**src/rtl/frame_packetizer.sv**
```systemverilog
// frame_packetizer: packs a {r,g,b} pixel stream into fixed-size UDP payloads (8-byte header + CHUNK_PIX pixels)
// clk, rstn                 : single clock, synchronous active-low reset
// s_valid/s_ready/s_data    : pixel stream in, s_sof/s_eol frame and line markers
// m_valid/m_ready/m_data    : payload byte stream out, m_last on the final byte, m_len constant payload length
// frame_id, err_align       : current frame id, one-cycle marker misalignment pulse
// drop_cnt                  : saturating count of pixels discarded while unsynced
module frame_packetizer #(
  parameter int PIX_BYTES = 3,
  parameter int H_ACTIVE = 1280,
  parameter int CHUNK_PIX = 320,
  parameter logic [7:0] MAGIC = 8'hA5
) (
  input  logic        clk,
  input  logic        rstn,
  input  logic        s_valid,
  output logic        s_ready,
  input  logic [23:0] s_data,
  input  logic        s_sof,
  input  logic        s_eol,
  output logic        m_valid,
  input  logic        m_ready,
  output logic [7:0]  m_data,
  output logic        m_last,
  output logic [15:0] m_len,
  output logic [15:0] frame_id,
  output logic        err_align,
  output logic [15:0] drop_cnt
);
  localparam int IW = $clog2(H_ACTIVE + 1);
  localparam int CW = $clog2(CHUNK_PIX) + 1;
  localparam logic [1:0] PB = 2'(PIX_BYTES);
  typedef enum logic [2:0] {UNSYNC, IDLE, HDR, LOAD, PIX} state_t;
  state_t state_q, state_d;
  logic m_valid_q, m_valid_d, m_last_q, m_last_d, err_q, err_d, sof_pend_q, sof_pend_d;
  logic [7:0] m_data_q, m_data_d;
  logic [15:0] drop_q, drop_d, fid_q, fid_d, line_q, line_d, off_q, off_d;
  logic [IW-1:0] in_line_q, in_line_d;
  logic [CW-1:0] pix_cnt_q, pix_cnt_d;
  logic [3:0] hcnt_q, hcnt_d;
  logic [1:0] bcnt_q, bcnt_d;
  logic [23:0] pix_q, pix_d;
  logic [63:0] hdr;
  logic acc, last_b, chunk_end, line_end;
  function automatic logic [7:0] pix_byte(input logic [23:0] p, input logic [1:0] b);
    if (PIX_BYTES == 2) return b == 2'd0 ? {p[23:19], p[15:13]} : {p[12:10], p[7:3]};
    return b == 2'd0 ? p[23:16] : b == 2'd1 ? p[15:8] : p[7:0];
  endfunction
  assign hdr = {MAGIC, 6'b0, PB, fid_q, line_q, off_q};
  assign acc = m_valid_q && m_ready;
  assign last_b = bcnt_q == 2'(PIX_BYTES - 1);
  assign chunk_end = pix_cnt_q == CW'(CHUNK_PIX - 1);
  assign line_end = in_line_q == IW'(H_ACTIVE - 1);
  assign m_valid = m_valid_q;
  assign m_data = m_data_q;
  assign m_last = m_last_q;
  assign m_len = 16'(8 + CHUNK_PIX * PIX_BYTES);
  assign frame_id = fid_q;
  assign err_align = err_q;
  assign drop_cnt = drop_q;
  always_ff @(posedge clk) begin
    if (!rstn) begin
      state_q <= UNSYNC;
      m_valid_q <= 1'b0;
      m_data_q <= 8'd0;
      m_last_q <= 1'b0;
      err_q <= 1'b0;
      sof_pend_q <= 1'b0;
      drop_q <= 16'd0;
      fid_q <= 16'hFFFF;
      line_q <= 16'd0;
      off_q <= 16'd0;
      in_line_q <= '0;
      pix_cnt_q <= '0;
      hcnt_q <= 4'd0;
      bcnt_q <= 2'd0;
      pix_q <= 24'd0;
    end else begin
      state_q <= state_d;
      m_valid_q <= m_valid_d;
      m_data_q <= m_data_d;
      m_last_q <= m_last_d;
      err_q <= err_d;
      sof_pend_q <= sof_pend_d;
      drop_q <= drop_d;
      fid_q <= fid_d;
      line_q <= line_d;
      off_q <= off_d;
      in_line_q <= in_line_d;
      pix_cnt_q <= pix_cnt_d;
      hcnt_q <= hcnt_d;
      bcnt_q <= bcnt_d;
      pix_q <= pix_d;
    end
  end
  always_comb begin
    state_d = state_q;
    case (state_q)
      UNSYNC: state_d = s_valid && s_sof ? IDLE : UNSYNC;
      IDLE:   state_d = s_valid ? HDR : IDLE;
      HDR:    state_d = acc && hcnt_q == 4'd8 ? LOAD : HDR;
      LOAD:   state_d = s_valid ? PIX : LOAD;
      PIX:    state_d = !(acc && last_b) ? PIX : chunk_end ? IDLE : s_valid ? PIX : LOAD;
      default: state_d = UNSYNC;
    endcase
  end
  always_comb begin
    m_valid_d = m_valid_q;
    m_data_d = m_data_q;
    m_last_d = m_last_q;
    err_d = 1'b0;
    sof_pend_d = sof_pend_q;
    drop_d = drop_q;
    fid_d = fid_q;
    line_d = line_q;
    off_d = off_q;
    in_line_d = in_line_q;
    pix_cnt_d = pix_cnt_q;
    hcnt_d = hcnt_q;
    bcnt_d = bcnt_q;
    pix_d = pix_q;
    s_ready = 1'b0;
    case (state_q)
      UNSYNC: begin
        // a start-of-frame pixel is left on the bus so IDLE can peek it
        s_ready = !s_sof;
        if (s_valid && !s_sof && drop_q != 16'hFFFF) drop_d = drop_q + 16'd1;
      end
      IDLE: if (s_valid) begin
        m_valid_d = 1'b1;
        m_data_d = MAGIC;
        m_last_d = 1'b0;
        hcnt_d = 4'd1;
        pix_cnt_d = '1;
        sof_pend_d = s_sof;
        if (s_sof) begin
          fid_d = fid_q + 16'd1;
          line_d = 16'd0;
          off_d = 16'd0;
          in_line_d = '0;
        end
      end
      HDR: if (acc) begin
        m_valid_d = hcnt_q != 4'd8;
        m_data_d = hdr[63 - 8 * hcnt_q[2:0] -: 8];
        hcnt_d = hcnt_q + 4'd1;
      end
      LOAD: s_ready = 1'b1;
      PIX: begin
        s_ready = m_ready && last_b && !chunk_end;
        if (acc && !last_b) begin
          bcnt_d = bcnt_q + 2'd1;
          m_data_d = pix_byte(pix_q, bcnt_q + 2'd1);
          m_last_d = chunk_end && bcnt_q + 2'd1 == 2'(PIX_BYTES - 1);
        end else if (acc) begin
          m_valid_d = 1'b0;
          m_last_d = 1'b0;
          // in_line already wrapped to 0 when the chunk closed the line
          if (chunk_end) begin
            line_d = in_line_q == '0 ? line_q + 16'd1 : line_q;
            off_d = in_line_q == '0 ? 16'd0 : off_q + 16'(CHUNK_PIX);
          end
        end
      end
      default: ;
    endcase
    if (s_valid && s_ready && (state_q == LOAD || state_q == PIX)) begin
      pix_d = s_data;
      bcnt_d = 2'd0;
      m_valid_d = 1'b1;
      m_data_d = pix_byte(s_data, 2'd0);
      m_last_d = 1'b0;
      pix_cnt_d = pix_cnt_q + CW'(1);
      in_line_d = line_end ? '0 : in_line_q + IW'(1);
      err_d = (s_eol != line_end) || (s_sof && !sof_pend_q);
      sof_pend_d = 1'b0;
    end
    s_ready = s_ready && rstn;
  end
endmodule

```
**config.mk**
```make
export PLATFORM = sky130hd
export DESIGN_NAME = frame_packetizer
export DESIGN_NICKNAME = d
export VERILOG_FILES = /design/src/rtl/frame_packetizer.sv
export SDC_FILE = /design/constraint.sdc
export NUM_CORES = 1
export LEC_CHECK = 0
export ABC_CLOCK_PERIOD_IN_PS = 5100
export CORE_MARGIN = 3
export CORE_UTILIZATION = 35
export DETAILED_ROUTE_END_ITERATION = 16
export HOLD_SLACK_MARGIN = 0.12
export SYNTH_ARGS = -nofsm -noshare
export SYNTH_HDL_FRONTEND = slang
export SYNTH_SLANG_ARGS = --single-unit
```
**constraint.sdc**
```tcl
create_clock -name clk -period 5.1 [get_ports clk]
set_input_delay 0.51 -clock clk [delete_from_list [all_inputs] [get_ports clk]]
set_output_delay 0.51 -clock clk [all_outputs]
set_load 0.01 [all_outputs]
```
==> impl_metrics.json, run 1 <==
{
  "setup_slack_ns": 2.09,
  "synthMostInstantiatedCell": "dfxtp_1",
  "reg2reg_setup_slack_ns": 2.09,
  "fp.dieArea_um2": 20000,
  "yosysUniqueCellTypes": 69,
  "placement.cell_area_um2": 7210,
  "critical_path_buf_inv_count": 1,
  "antenna_found_initial": 0,
  "run_status": "finished clean",
  "slew_violations": 0,
  "first_iter_violations": 391,
  "path_clk_slew_ns": 0.05,
  "dr.pass1.iters": 7,
  "ys.flop_type": "dfxtp_1",
  "core_region_area_um2": 17700,
  "tritoncts": "done",
  "grt_overflow": 0,
  "syn-cell-area_um2": 6420,
  "detail-route-antenna-nets": 0,
  "grt_pass1_vias": 5367,
  "leakage_uw": 0.00272,
  "critical_path.top_delay_family": "simple AND/OR/NAND/NOR gates",
  "clk_path_buf_depth": 2,
  "clockRootBuffer": "clkbuf_16",
  "tritoncts_num_sinks": 124,
  "num-nets-final": 880,
  "place_congestion": 0.782,
  "setup_repair_after_global_routing_missed_its_margin": "false",
  "skew_ns": 0.00916,
  "endpoint_kind": "flop",
  "power.ir.vdd_worst_uv": 236,
  "wl_per_cell_um": 15.8,
  "synthDominantAreaCellType": "dfxtp_1",
  "post-place-ws_ns": 1.95,
  "ioPinCount": 90,
  "pin_slew_with_the_least_headroom_to_its_limit_ns": 0.941,
  "ys_ff_latch": 124,
  "place.detailed.hpwl_um": 11800,
  "postCtsSetupRepairBufs": 0,
  "syn_to_final_growth_pct": 20.6,
  "cts_hold_repair.buffers": 0,
  "floorplan.die.height_um": 141,
  "horiz_die_dim_um": 141,
  "async_flop_share_pct": 0,
  "total_power_uw": 2310,
  "avgSynthCellArea_um2": 8.22,
  "post_cts_resized": 0,
  "cpMaxStageDelayCell": "a31oi_4",
  "ys_seq_area_share_pct": 38.6,
  "grt_pass1_wl_um": 27800,
  "critical-path-max-stage-delay_ns": 0.66,
  "routed_wl_um": 16900,
  "fillers": 1772,
  "worstPathCellList": "or4b_4, or3_1, a31oi_4, buf_4, nor2_1, a211oi_1, a311oi_1",
  "fp-row-count": 48,
  "post_route_cells_drive_above_1_share_pct": 6.01,
  "setup_violations": 0,
  "synth.top_cell.area_share_pct": 38.6,
  "detailroute.via_count": 5580,
  "vias_per_cell": 5.20,
  "cp_max_fo": 26,
  "synth-warning-count": 0,
  "worst_setup_path_start_kind": "flop",
  "yosys-top-cells-area": "dfxtp_1, nand2_1, a21oi_1, nor2_1, xnor2_1",
  "most_frequent_cells_after_synthesis": "dfxtp_1, nand2_1, nor2_1, a21oi_1, o21ai_0",
  "number_of_diodes_added_for_antenna_fixing": 0,
  "hold_path_class": "flop to flop",
  "numCtsBuffers": 17,
  "arrival_ns": 3.28,
  "cts-htree-levels": 4,
  "initial_core_util_pct": 36.4,
  "drcViolationCount": 0,
  "worst_ep_required_time_ns": 5.37,
  "final_area_um2": 7750,
  "timing_hold_violations_final": 0,
  "portBuffers": 73,
  "timing.hold.ws_ns": 0.456,
  "postSynthCellCount": 781,
  "finalCritPeriodShare_pct": 59.0,
  "overall_global_routing_resource_usage_pct": 17.2,
  "fmax_mhz": 333,
  "grt_max_degree": 59,
  "maxCapViolations": 0,
  "power_density_nw_per_um2": 298,
  "synth_edf_count": 0,
  "clock_insertion_delay_worst_skew_ns": 0.42,
  "timing.setup.tns_ns": 0,
  "max-slew-margin-rel_pct": 36.8,
  "critical_path_class": "flop to flop",
  "min_period_ns": 3.01
}
[through the flow]
stage	std cells	util, %
finish	1073	43.9
global route	1073	43.9
CTS	1073	43.9
detailed placement	1043	40.8
global placement	1043	40.8
floorplan	795	-
[cells in the final DEF, fill, tap and decap left out, types with 10 or more instances in the layout]
master           netlist  layout
nand3_1               30      30
a21oi_1               60      60
nor2_1                70      70
conb_1                 2      16
nand4_1               21      21
o21ai_0               33      33
xnor2_1               28      28
xor2_1                28      28
mux2i_1               19      19
clkbuf_16              0      17
ha_1                  13      13
and3_1                19      19
clkdlybuf4s50_1        0      73
dfxtp_1              124     124
or3_1                 10      10
nand2_1              120     120
nor3_1                22      22
inv_1                 11      10
[cell type report]
class	count	area [µm²]	area share (%)
well taps	225	282	3.63
repair buffers	77	761	9.82
flip-flops and latches	124	2480	32.0
clock buffers	23	478	6.17
multi-input cells	605	3640	46.9
inverters	12	45.0	0.581
clock inverters	7	66.3	0.856
[logic make-up (layout without fill, tap and decap cells)]
group           count (synthesis)  count (layout)  share of synthesized area [%]
flops                         124             124                           38.6
mux                            22              22                           3.66
buf+inv                        66             119                           5.57
other cells                     2              16                          0.117
fa+ha+maj                      13              13                           2.53
simple gates                  346             346                           26.7
compound gates                152             152                           15.2
xor+xnor                       56              56                           7.64
[tightest hold or removal path, delay by kind of cell, from the launching register on]
| kind | cells | cell delay [ns] |
|---|---|---|
| DFF | 1 | 0.31 |
| and+or+nand+nor | 1 | 0.05 |
| AOI/OAI and AO/OA | 1 | 0.05 |
[where the power goes]
part           internal, µW  total (µW)  switching, µW
clock                   699        1130            426
sequential              988        1010           23.7
combinational          77.4         172           94.3
total                  1760        2310            544
[flip-flops by register name (all words and copies together), names as in the netlist, 8 cells and up]
register and count:
pix_q 24, drop_cnt 16, frame_id 16, line_q 16, in_line_q 11, off_q 10, pix_cnt_q 10, m_data 8
[worst paths after layout]
| kind | from | cells after the start | end |
|---|---|---|---|
| worst min register to register | pix_q[19] | 2 | pix_q[19] |
| worst max register to register | pix_cnt_q[6] | 7 | pix_cnt_q[6] |
| worst min-delay path | pix_q[19] | 2 | pix_q[19] |
| worst max-delay path | pix_cnt_q[6] | 7 | pix_cnt_q[6] |
[per-layer routing]
metal / GRT usage (%) / up-vias / wire length, µm
li1: - / 2840 / -
met1: 23.5 / 2631 / 8260
met2: 27.1 / 94 / 7840
met3: 4.01 / 15 / 621
met4: 5.15 / 0 / 204
met5: 0 / - / 0
No activity file was read; power rests on OpenSTA's default activity.
==> inputs of run 2 (changes only) <==
--- a/config.mk
+++ b/config.mk
@@ -5,7 +5,7 @@
 export SDC_FILE = /design/constraint.sdc
 export NUM_CORES = 1
 export LEC_CHECK = 0
-export ABC_CLOCK_PERIOD_IN_PS = 5100
+export ABC_CLOCK_PERIOD_IN_PS = 2900
 export CORE_MARGIN = 3
 export CORE_UTILIZATION = 35
 export DETAILED_ROUTE_END_ITERATION = 16
==> constraint.sdc (replaced) <==
create_clock -name clk -period 2.9 [get_ports clk]
set_input_delay 0.29 -clock clk [delete_from_list [all_inputs] [get_ports clk]]
set_output_delay 0.29 -clock clk [all_outputs]
set_load 0.01 [all_outputs]
==> impl_metrics.json, run 2 (same netlist as run 1, synthesis figures left out) <==
{
  "run_status": "finished clean",
  "fmax_mhz": 370,
  "post_cts_resized": 0,
  "reg2reg_setup_slack_ns": 0.34,
  "grt_overflow": 0,
  "clock_insertion_delay_worst_skew_ns": 0.42,
  "grt_pass1_vias": 5287,
  "hold_depth": 3,
  "hold_path_class": "input port to flop",
  "worst_r2r_startpoint": "pix_cnt_q[6]",
  "final_area_um2": 7890,
  "tritoncts": "done",
  "worst_setup_path_start_kind": "flop",
  "detail-route-antenna-nets": 0,
  "grt_max_degree": 59,
  "pin_slew_with_the_least_headroom_to_its_limit_ns": 0.676,
  "clockRootBuffer": "clkbuf_16",
  "cts-htree-levels": 4,
  "place_congestion": 0.840,
  "setup_slack_ns": 0.201,
  "clk_path_buf_depth": 2,
  "tritoncts_num_sinks": 124,
  "detailroute.via_count": 5645,
  "layout.cells.most_common_list": "dfxtp_1, nand2_1, clkdlybuf4s50_1",
  "drcViolationCount": 0,
  "syn_to_final_growth_pct": 22.8,
  "power_density_nw_per_um2": 540,
  "largest_reg_flops": 24,
  "fp-row-count": 48,
  "maxCapViolations": 0,
  "hold_end": "pix_q[11]",
  "horiz_die_dim_um": 141,
  "post_route_cells_drive_above_1_share_pct": 7.55,
  "mostFrequentLayoutCell": "dfxtp_1",
  "setup_repair_after_global_routing_missed_its_margin": "false",
  "timing.reg2reg.worst_path_depth": 6,
  "routed_wl_um": 17000,
  "post-place-ws_ns": 0.344,
  "overall_global_routing_resource_usage_pct": 17.0,
  "critical_path_class": "flop to output port",
  "vias_per_cell": 5.20,
  "endpoint_kind": "output port",
  "floorplan.die.height_um": 141,
  "dr.pass1.iters": 7,
  "number_of_diodes_added_for_antenna_fixing": 0,
  "placement.cell_area_um2": 7290,
  "fp.dieArea_um2": 20000,
  "wl_per_cell_um": 15.7,
  "numCtsBuffers": 17,
  "slew_violations": 0,
  "path_clk_slew_ns": 0.06,
  "worst_ep_required_time_ns": 2.61,
  "cts_hold_repair.buffers": 0,
  "timing.setup.tns_ns": 0,
  "postCtsSetupRepairBufs": 0,
  "cp_max_fo": 5,
  "arrival_ns": 2.41,
  "core_region_area_um2": 17700,
  "place.detailed.hpwl_um": 12100,
  "timing_hold_violations_final": 0,
  "leakage_uw": 0.00280,
  "grt_pass1_wl_um": 27500,
  "portBuffers": 73,
  "hp-start": "s_data[11]",
  "max-slew-margin-rel_pct": 54.4,
  "first_iter_violations": 449,
  "setup_violations": 0,
  "antenna_found_initial": 0,
  "finalCritPeriodShare_pct": 93.1,
  "initial_core_util_pct": 36.4,
  "register_with_the_highest_flop_count": "pix_q",
  "ioPinCount": 90,
  "crit-reg2reg-capture": "m_data[1]",
  "min_period_ns": 2.70,
  "power.ir.vdd_worst_uv": 383,
  "num-nets-final": 891,
  "skew_ns": 0.00914
}
-- run 2: worst max path at each step --
stage                 startpoint           end
floorplan           pix_cnt_q[9]     m_data[7]
global placement    pix_cnt_q[6]  in_line_q[2]
detailed placement  pix_cnt_q[6]     m_data[1]
CTS                 pix_cnt_q[6]       s_ready
global route        pix_cnt_q[6]       s_ready
finish              pix_cnt_q[6]       s_ready
-- run 2: power breakdown --
part,switching [µW],internal [µW],total [µW]
clock,785,1390,2180
sequential,41.5,1740,1780
combinational,168,141,309
-- run 2: cell type report --
cell class / count / area (µm²)
clock buffer: 21 / 460
multi-input combinational: 605 / 3640
fill: 1774 / 9770
sequential: 124 / 2480
clock inverter: 11 / 143
inverter: 12 / 45.0
timing repair buffer: 88 / 843
tap: 225 / 282
-- run 2: metal layers --
layer  up-vias  GRT usage, %  wire, µm
met5         -             0         0
met4         0          5.51       269
met3        24          3.84       652
met2       103          27.1      7860
met1      2664          22.9      8230
li1       2854             -         -
-- run 2: per-stage QoR --
step / total power (µW) / util [%] / hold WS, ns / std cells
final: 4260 / 44.7 / 0.428 / 1086
after global routing: 4420 / 44.7 / 0.433 / 1086
after CTS: 4300 / 44.7 / 0.414 / 1086
after detailed placement: 2120 / 41.3 / 0.447 / 1054
after global placement: 2120 / 41.3 / 0.443 / 1054
after floorplan: 2000 / - / 0.426 / 795
-- run 2: worst max-delay path, cell delays in order (launching register included) --
cell,delay [ns]
dfxtp_1,0.34
or4b_4,0.55
nor3_1,0.15
buf_4,0.16
nor2_1,0.04
o21ai_0,0.14
a21oi_1,0.11
clkdlybuf4s50_1,0.49
==> inputs of run 3 (changes only) <==
--- a/config.mk
+++ b/config.mk
@@ -7,7 +7,7 @@
 export LEC_CHECK = 0
 export ABC_CLOCK_PERIOD_IN_PS = 2900
 export CORE_MARGIN = 3
-export CORE_UTILIZATION = 35
+export CORE_UTILIZATION = 30
 export DETAILED_ROUTE_END_ITERATION = 16
 export HOLD_SLACK_MARGIN = 0.12
 export SYNTH_ARGS = -nofsm -noshare
==> impl_metrics.json, run 3 (same netlist as run 1, synthesis figures left out) <==
{
  "critical_path_class": "flop to output port",
  "dr.pass1.iters": 5,
  "detail-route-antenna-nets": 0,
  "cp-startpoint": "pix_cnt_q[6]",
  "grt_pass1_vias": 5368,
  "reg2reg_setup_slack_ns": 0.36,
  "grt_overflow": 0,
  "num-nets-final": 890,
  "mostFrequentLayoutCell": "dfxtp_1",
  "tritoncts_num_sinks": 124,
  "timing.hold.ws_ns": 0.424,
  "worst_setup_path_start_kind": "flop",
  "cp.depth": 6,
  "grt_max_degree": 59,
  "min_period_ns": 2.74,
  "wl_per_cell_um": 15.2,
  "timing.reg2reg.worst_path_depth": 7,
  "finalCritPeriodShare_pct": 94.5,
  "hold_path_class": "input port to flop",
  "maxCapViolations": 0,
  "critical-path-max-stage-delay_ns": 0.57,
  "initial_core_util_pct": 31.1,
  "critical_path_buf_inv_count": 1,
  "fp-row-count": 52,
  "place_congestion": 0.880,
  "cp_max_fo": 5,
  "largest_reg_flops": 24,
  "overall_global_routing_resource_usage_pct": 14.6,
  "post_route_cells_drive_above_1_share_pct": 7.67,
  "post-place-ws_ns": 0.396,
  "antenna_found_initial": 0,
  "grt_pass1_wl_um": 28200,
  "ioPinCount": 90,
  "vias_per_cell": 5.06,
  "power.ir.vdd_worst_uv": 352,
  "endpoint_kind": "output port",
  "crit-reg2reg-capture": "in_line_q[3]",
  "core_region_area_um2": 20600,
  "floorplan.die.height_um": 152,
  "slew_violations": 0,
  "detailroute.via_count": 5717,
  "max-slew-margin-rel_pct": 51.5,
  "power_density_nw_per_um2": 519,
  "drt-met1-wl_um": 8100,
  "clockRootBuffer": "clkbuf_16",
  "top_signal_layer_used": "met4",
  "numCtsBuffers": 17,
  "worstSetupEndpoint": "s_ready",
  "place.detailed.hpwl_um": 12200,
  "fmax_mhz": 365,
  "dr_wl_met2_um": 8030,
  "critical_path.top_delay_family": "simple AND/OR/NAND/NOR gates",
  "run_status": "finished clean",
  "cpMaxStageDelayCell": "or4b_4",
  "number_of_diodes_added_for_antenna_fixing": 0,
  "clock_insertion_delay_worst_skew_ns": 0.42,
  "first_iter_violations": 350,
  "setup_violations": 0,
  "fp.dieArea_um2": 23200,
  "timing_hold_violations_final": 0,
  "cts_hold_repair.buffers": 0,
  "worst_ep_required_time_ns": 2.61,
  "tritoncts": "done",
  "worst_r2r_startpoint": "pix_cnt_q[6]",
  "post_cts_resized": 0,
  "cts-htree-levels": 4,
  "dr_wl_met3_um": 638,
  "layout.cells.most_common_list": "dfxtp_1, nand2_1, clkdlybuf4s50_1",
  "routed_wl_um": 17200,
  "fillers": 2108,
  "leakage_uw": 0.00278,
  "setup_slack_ns": 0.160,
  "clk_path_buf_depth": 2,
  "worstPathCellList": "or4b_4, nor3_1, nor2_1, o21ai_0, a21oi_1, clkdlybuf4s50_1",
  "horiz_die_dim_um": 152,
  "pin_slew_with_the_least_headroom_to_its_limit_ns": 0.720,
  "setup_repair_after_global_routing_missed_its_margin": "false",
  "timing.setup.tns_ns": 0,
  "drcViolationCount": 0,
  "path_clk_slew_ns": 0.06,
  "postCtsSetupRepairBufs": 0,
  "syn_to_final_growth_pct": 22.8,
  "total_power_uw": 4090,
  "portBuffers": 73,
  "register_with_the_highest_flop_count": "pix_q",
  "arrival_ns": 2.45,
  "skew_ns": 0.00897
}
run 3: cell count changes in the layout (fill, tap and decap cells not counted), sizes merged:
cell	before	now
bufinv	3	0
clkbuf	21	17
inv	11	20
clkinvlp	2	0
buf	15	14
run 3: layout make-up:
| class | count | area [µm²] | share of cell area (%) |
|---|---|---|---|
| inverters | 12 | 45.0 | 0.571 |
| multi-input cells | 605 | 3640 | 46.1 |
| clock inverters | 15 | 128 | 1.62 |
| clock buffers | 17 | 425 | 5.39 |
| flip-flops and latches | 124 | 2480 | 31.5 |
| repair buffers | 87 | 836 | 10.6 |
| well taps | 270 | 338 | 4.28 |
run 3: report_power, final:
part | total (µW) | switching [µW] | internal [µW]
combinational | 308 | 167 | 141
sequential | 1780 | 43.4 | 1740
clock | 2010 | 883 | 1120
total | 4090 | 1090 | 3000
run 3: routing by layer:
layer  track usage [%]  vias to the layer above
met5                 0                        -
met4              6.12                        0
met3              2.78                       25
met2              23.6                      117
met1              19.3                     2711
li1                  -                     2864
run 3: worst min-delay path by stage:
stage | start | slack [ns] | cells past startpoint | endpoint
finish | s_data[8] | 0.42 | 3 | pix_q[8]
floorplan | s_data[0] | 0.43 | 2 | pix_q[0]
CTS | s_data[8] | 0.41 | 3 | pix_q[8]
global route | s_data[5] | 0.42 | 3 | pix_q[5]
detailed placement | pix_q[20] | 0.45 | 2 | pix_q[20]
global placement | pix_q[20] | 0.44 | 2 | pix_q[20]
run 3: worst min-delay path, cell delays in order:
cell             delay, ns
clkdlybuf4s50_1       0.40
nand2_1               0.06
a21oi_1               0.05
run 3: metrics by stage:
stage                     util, %  instances  instance area, µm²
final                        38.3       1130                7890
after floorplan                 -        795                6480
after CTS                    38.3       1130                7890
after global placement       35.6       1098                7340
after detailed placement     35.6       1098                7340
after global routing         38.3       1130                7890
